### src/rtl/riscv_32_fetch_stage.sv
// ---------------------------------------------------------------------------
// riscv_32_fetch_stage
//
// Instruction fetch stage of the 3-stage RV32 CPU, feeding
// riscv_32_instr_decoder. It owns the PC, issues one word read at a time to
// a variable-latency instruction memory, and holds the fetched word on a
// valid/ready interface to decode. Redirects from execute change the PC and
// squash any in-flight or held wrong-path instruction.
//
// Ports
//   clk             rising-edge clock
//   rst             synchronous, active-high reset
//   imem_req        read request; memory samples imem_addr when high
//   imem_addr       word address = pc[IMEM_AW+1:2]
//   imem_rvalid     read data valid (>=1 cycle after req, once per req)
//   imem_rdata      instruction word from memory
//   instr_valid     instr / instr_pc / instr_pc4 hold a valid instruction
//   instr_ready     decode accepts (low = stall)
//   instr           instruction word to decode
//   instr_pc        PC of instr
//   instr_pc4       instr_pc + 4 (link value for JAL/JALR)
//   redirect_valid  execute redirects fetch this cycle
//   redirect_pc     redirect target; bits [1:0] are forced to 0
//   fetch_pc        current PC register (debug display)
// ---------------------------------------------------------------------------
module riscv_32_fetch_stage #(
  parameter logic [31:0] RESET_PC = 32'h0000_0000,
  parameter int          IMEM_AW  = 12
) (
  input  logic               clk,
  input  logic               rst,
  output logic               imem_req,
  output logic [IMEM_AW-1:0] imem_addr,
  input  logic               imem_rvalid,
  input  logic [31:0]        imem_rdata,
  output logic               instr_valid,
  input  logic               instr_ready,
  output logic [31:0]        instr,
  output logic [31:0]        instr_pc,
  output logic [31:0]        instr_pc4,
  input  logic               redirect_valid,
  input  logic [31:0]        redirect_pc,
  output logic [31:0]        fetch_pc
);

  localparam logic [31:0] NOP = 32'h0000_0013;  // addi x0, x0, 0

  typedef enum logic [1:0] {
    S_FETCH,  // request issued this cycle
    S_WAIT,   // request outstanding, data wanted
    S_HOLD,   // instruction presented to decode
    S_DROP    // request outstanding, data is wrong-path
  } state_t;

  state_t      state;
  logic [31:0] pc;
  logic [31:0] pc_plus4;

  // 32-bit modulo increment: 32'hFFFF_FFFC wraps to zero by design.
  assign pc_plus4 = pc + 32'd4;

  // NOTE: the request is a Moore output of the state register, but reset
  // leaves the state in S_FETCH, so it is masked while rst is high to keep
  // the memory from seeing a request during the reset cycle itself.
  assign imem_req  = (state == S_FETCH) && !rst;
  // Truncation to IMEM_AW word bits is intended (aliasing above memory size).
  assign imem_addr = pc[IMEM_AW+1:2];
  assign fetch_pc  = pc;

  // NOTE: every register here is sequential state, so all updates use
  // non-blocking assignments and the reset branch is sampled on the clock
  // edge rather than listed in the sensitivity list.
  always_ff @(posedge clk) begin
    if (rst) begin
      state       <= S_FETCH;
      pc          <= RESET_PC;
      instr_valid <= 1'b0;
      instr       <= NOP;
      instr_pc    <= 32'h0;
      instr_pc4   <= 32'h0;
    end else if (redirect_valid) begin
      // Redirect wins over everything, including a same-cycle handshake.
      pc          <= redirect_pc & ~32'h3;
      instr_valid <= 1'b0;
      case (state)
        // The request issued this cycle still has to be drained.
        S_FETCH: state <= S_DROP;
        // Outstanding request: drain unless its data is arriving right now.
        S_WAIT,
        S_DROP:  state <= imem_rvalid ? S_FETCH : S_DROP;
        default: state <= S_FETCH;
      endcase
    end else begin
      case (state)
        S_FETCH: state <= S_WAIT;
        S_WAIT: begin
          if (imem_rvalid) begin
            instr       <= imem_rdata;
            instr_pc    <= pc;
            instr_pc4   <= pc_plus4;
            pc          <= pc_plus4;
            instr_valid <= 1'b1;
            state       <= S_HOLD;
          end
        end
        S_HOLD: begin
          if (instr_ready) begin
            instr_valid <= 1'b0;
            state       <= S_FETCH;
          end
        end
        default: begin
          if (imem_rvalid) state <= S_FETCH;
        end
      endcase
    end
  end

endmodule
### config.mk
export PLATFORM = sky130hd
export DESIGN_NAME = riscv_32_fetch_stage
export DESIGN_NICKNAME = d
export VERILOG_FILES = /design/src/rtl/riscv_32_fetch_stage.sv
export SDC_FILE = /design/constraint.sdc
export NUM_CORES = 1
export LEC_CHECK = 0
export ABC_AREA = 1
export ABC_CLOCK_PERIOD_IN_PS = 4180
export BUFFER_PORTS_ARGS = -buffer_cell sky130_fd_sc_hd__clkbuf_2
export CORE_MARGIN = 2
export CORE_UTILIZATION = 35
export DETAILED_ROUTE_END_ITERATION = 12
export PLACE_DENSITY = 0.61
export SETUP_SLACK_MARGIN = 0.2
export SYNTH_ARGS = -nofsm -noshare
export SYNTH_HDL_FRONTEND = slang
export SYNTH_SLANG_ARGS = --single-unit
### constraint.sdc
create_clock -name clk -period 4.18 [get_ports clk]
set_input_delay 0.836 -clock clk [delete_from_list [all_inputs] [get_ports clk]]
set_output_delay 0.836 -clock clk [all_outputs]
set_load 0.03 [all_outputs]
==> impl_metrics.toml <==
[timing]
fin_worst_skew_ns = 0.006243
fin_tns_setup_ns = 0
whs_ns = 0.4624
finalWorstSetupSlack_ns = 2.056
slew_headroom_pct = 31.77
slew_viol_final = 0
finalSetupViolations = 0
fmax_ghz = 0.4708
fin_crit_sh_pct = 50.81
fin_crit_ns = 2.124
hold_violations = 0
grt_setup_unrepaired = "false"
worst_pin_slew_ns = 1.023

[layout]
regArea_sq_um = 2502
n_antenna_cell = 0
final_cell_mix = "202 x clkbuf_2, 180 x nand2_1, 125 x dfxtp_1"
drive_above_1_share_pct = 26.95
fin_cells = 1149
finish.utilization_pct = 46.50
multiInputGateArea_sq_um = 2421
stdcell_area_sq_um = 7069
syn_to_final_growth_pct = 30.09
nNetsFinal = 1019
final_common_cell = "clkbuf_2"
fill_cells = 1594

[routing]
final_antenna_net_count = 0
drc = 0
wl_met2_microns = 7411
drt-pass1-iter-count = 4
wl_met1_microns = 7685
post_drt_wl_per_cell_microns = 14.25
wl_met3_microns = 1009
drtIter0Drc = 294
finalWirelength_microns = 16370
highest_layer = "met4"
via_count = 5400
avgViaCountPerCell = 4.700

[place]
dp_hpwl_microns = 11390
io_buffer_count = 202
dp_slack_ns = 1.858
dpl_cell_area_sq_um = 6446
place.gp.congestion = 0.7858
dp.cells = 1118

[run]
max-cap-violations = 0

[synth]
yosysSeqAreaShare_pct = 46.05
ys_top_cells_by_area = "dfxtp_1 46%, nand2_1 12%, nor2_1 8.6%"
synth_top_area_share_pct = 46.05
synthXorXnorAreaFrac_pct = 1.612
async_flop_share_pct = 0
yosys_warnings = 0
ys_ff_latch = 125
synth.distinct_cells = 28
netlist_instances = 774
synthFlopType = "dfxtp_1"
synthAdderAreaFrac_pct = 0.2303
netlist_area_sq_um = 5434
synth_compound_area_share_pct = 14.99
synth_edf_count = 0
synth-simple-area-share_pct = 27.31
synth_mux_area_share_pct = 0
yosys.area.top_type = "dfxtp_1"
synth_top_family_by_area = "simple AND/OR/NAND/NOR gates"
avgSynthCellArea_sq_um = 7.021

[power_and_ir_drop]
powerDensity_nw_per_um2 = 466.1
power_mw = 3.295
vdd_ir_drop_max_mv = 0.2850
leakage_nw = 3.224

[global_route]
track_usage_pct = 19.89
grt_pass1_wl_microns = 25610
grt_max_degree = 80
antenna_found_initial = 0
grt_pass1_vias = 4918
grt_overflow = 0

[clock_network]
cts_buffers = 17
cts_root_buf = "clkbuf_16"
cts.sinks = 125
clock_path_buffers = 2
hold_buffers = 0
ctsHtreeMaxLevel = 4
clk_latency_ns = 0.42
cts_resized = 0
clk_pin_slew_ns = 0.06
post-cts-setup-buffer-count = 0
cts_tree = "built"

[worst_setup_path]
cp_max_fo = 3
cp.required_ns = 3.34
r2r_cells = 10
endpoint_kind = "output port"
crit_arrival_ns = 1.29
worstSetupStartpointType = "input port"
crit_type = "in2out"

[floorplan]
core_area_sq_um = 15200
die_area_sq_um = 16540
die_w_microns = 128.6
die_y_microns = 128.6
start_util_pct = 35.74
rows = 45
ios = 211

[min_path]
hold_depth = 2
hold_path_class = "reg2reg"

[status]
outcome = "complete, no violations"
worst max-delay path, stage by stage:
cell and delay [ns]:
clkbuf_2 0.10, nor3_1 0.12, clkbuf_2 0.23
layer usage:
layer	vias up	global-route usage (%)
met3	17	5.447
met1	2402	25.67
li1	2802	-
met2	179	32.13
met4	0	7.033
met5	-	0
sequential cells by signal (all words and copies together), names as in the netlist:
name         count
instr           32
fetch_pc        30
instr_pc4       30
instr_pc        30
state            2
instr_valid      1
cells in the mapped netlist (2+ instances only):
cell and n:
nand2_1 180, dfxtp_1 125, nor2_1 124, o21ai_0 81
a21oi_1 70, inv_1 57, nand3_1 33, clkbuf_1 23
buf_4 21, buf_2 12, nor2_2 8, a31oi_1 7
xor2_1 6, nor2_4 5, xnor2_1 4, nand2_2 3
and2_1 2, inv_2 2, or2_2 2
path summary, 6_finish.rpt:
check | slack [ns] | endpoint | startpoint
worst min-delay path | 0.46 | instr_pc4[23] | instr_pc4[23]
worst min register to register | 0.46 | instr_pc4[23] | instr_pc4[23]
worst max register to register | 2.32 | instr_pc4[30] | fetch_pc[2]
worst max-delay path | 2.06 | imem_req | rst
area by class of cell:
type                    instances  area share (%)
well taps                     188           3.327
inverters                      60           3.204
repair buffers                207           15.01
multi-input cells             538           34.25
flip-flops and latches        125           35.40
clock buffers                  20           6.460
clock inverters                11           2.354
logic make-up after synthesis:
family	Yosys count
adder cells (fa/ha/maj)	1
buffers and inverters	116
flip-flops	125
AO/OA/AOI/OAI	160
XOR/XNOR	10
AND/OR/NAND/NOR	361
other	1
power by group:
group | total, mW | internal, mW | switching (mW)
clock network | 1.56 | 1.02 | 0.541
registers | 1.31 | 1.25 | 0.0561
logic | 0.423 | 0.125 | 0.298
(Power assumes the default switching activity.)
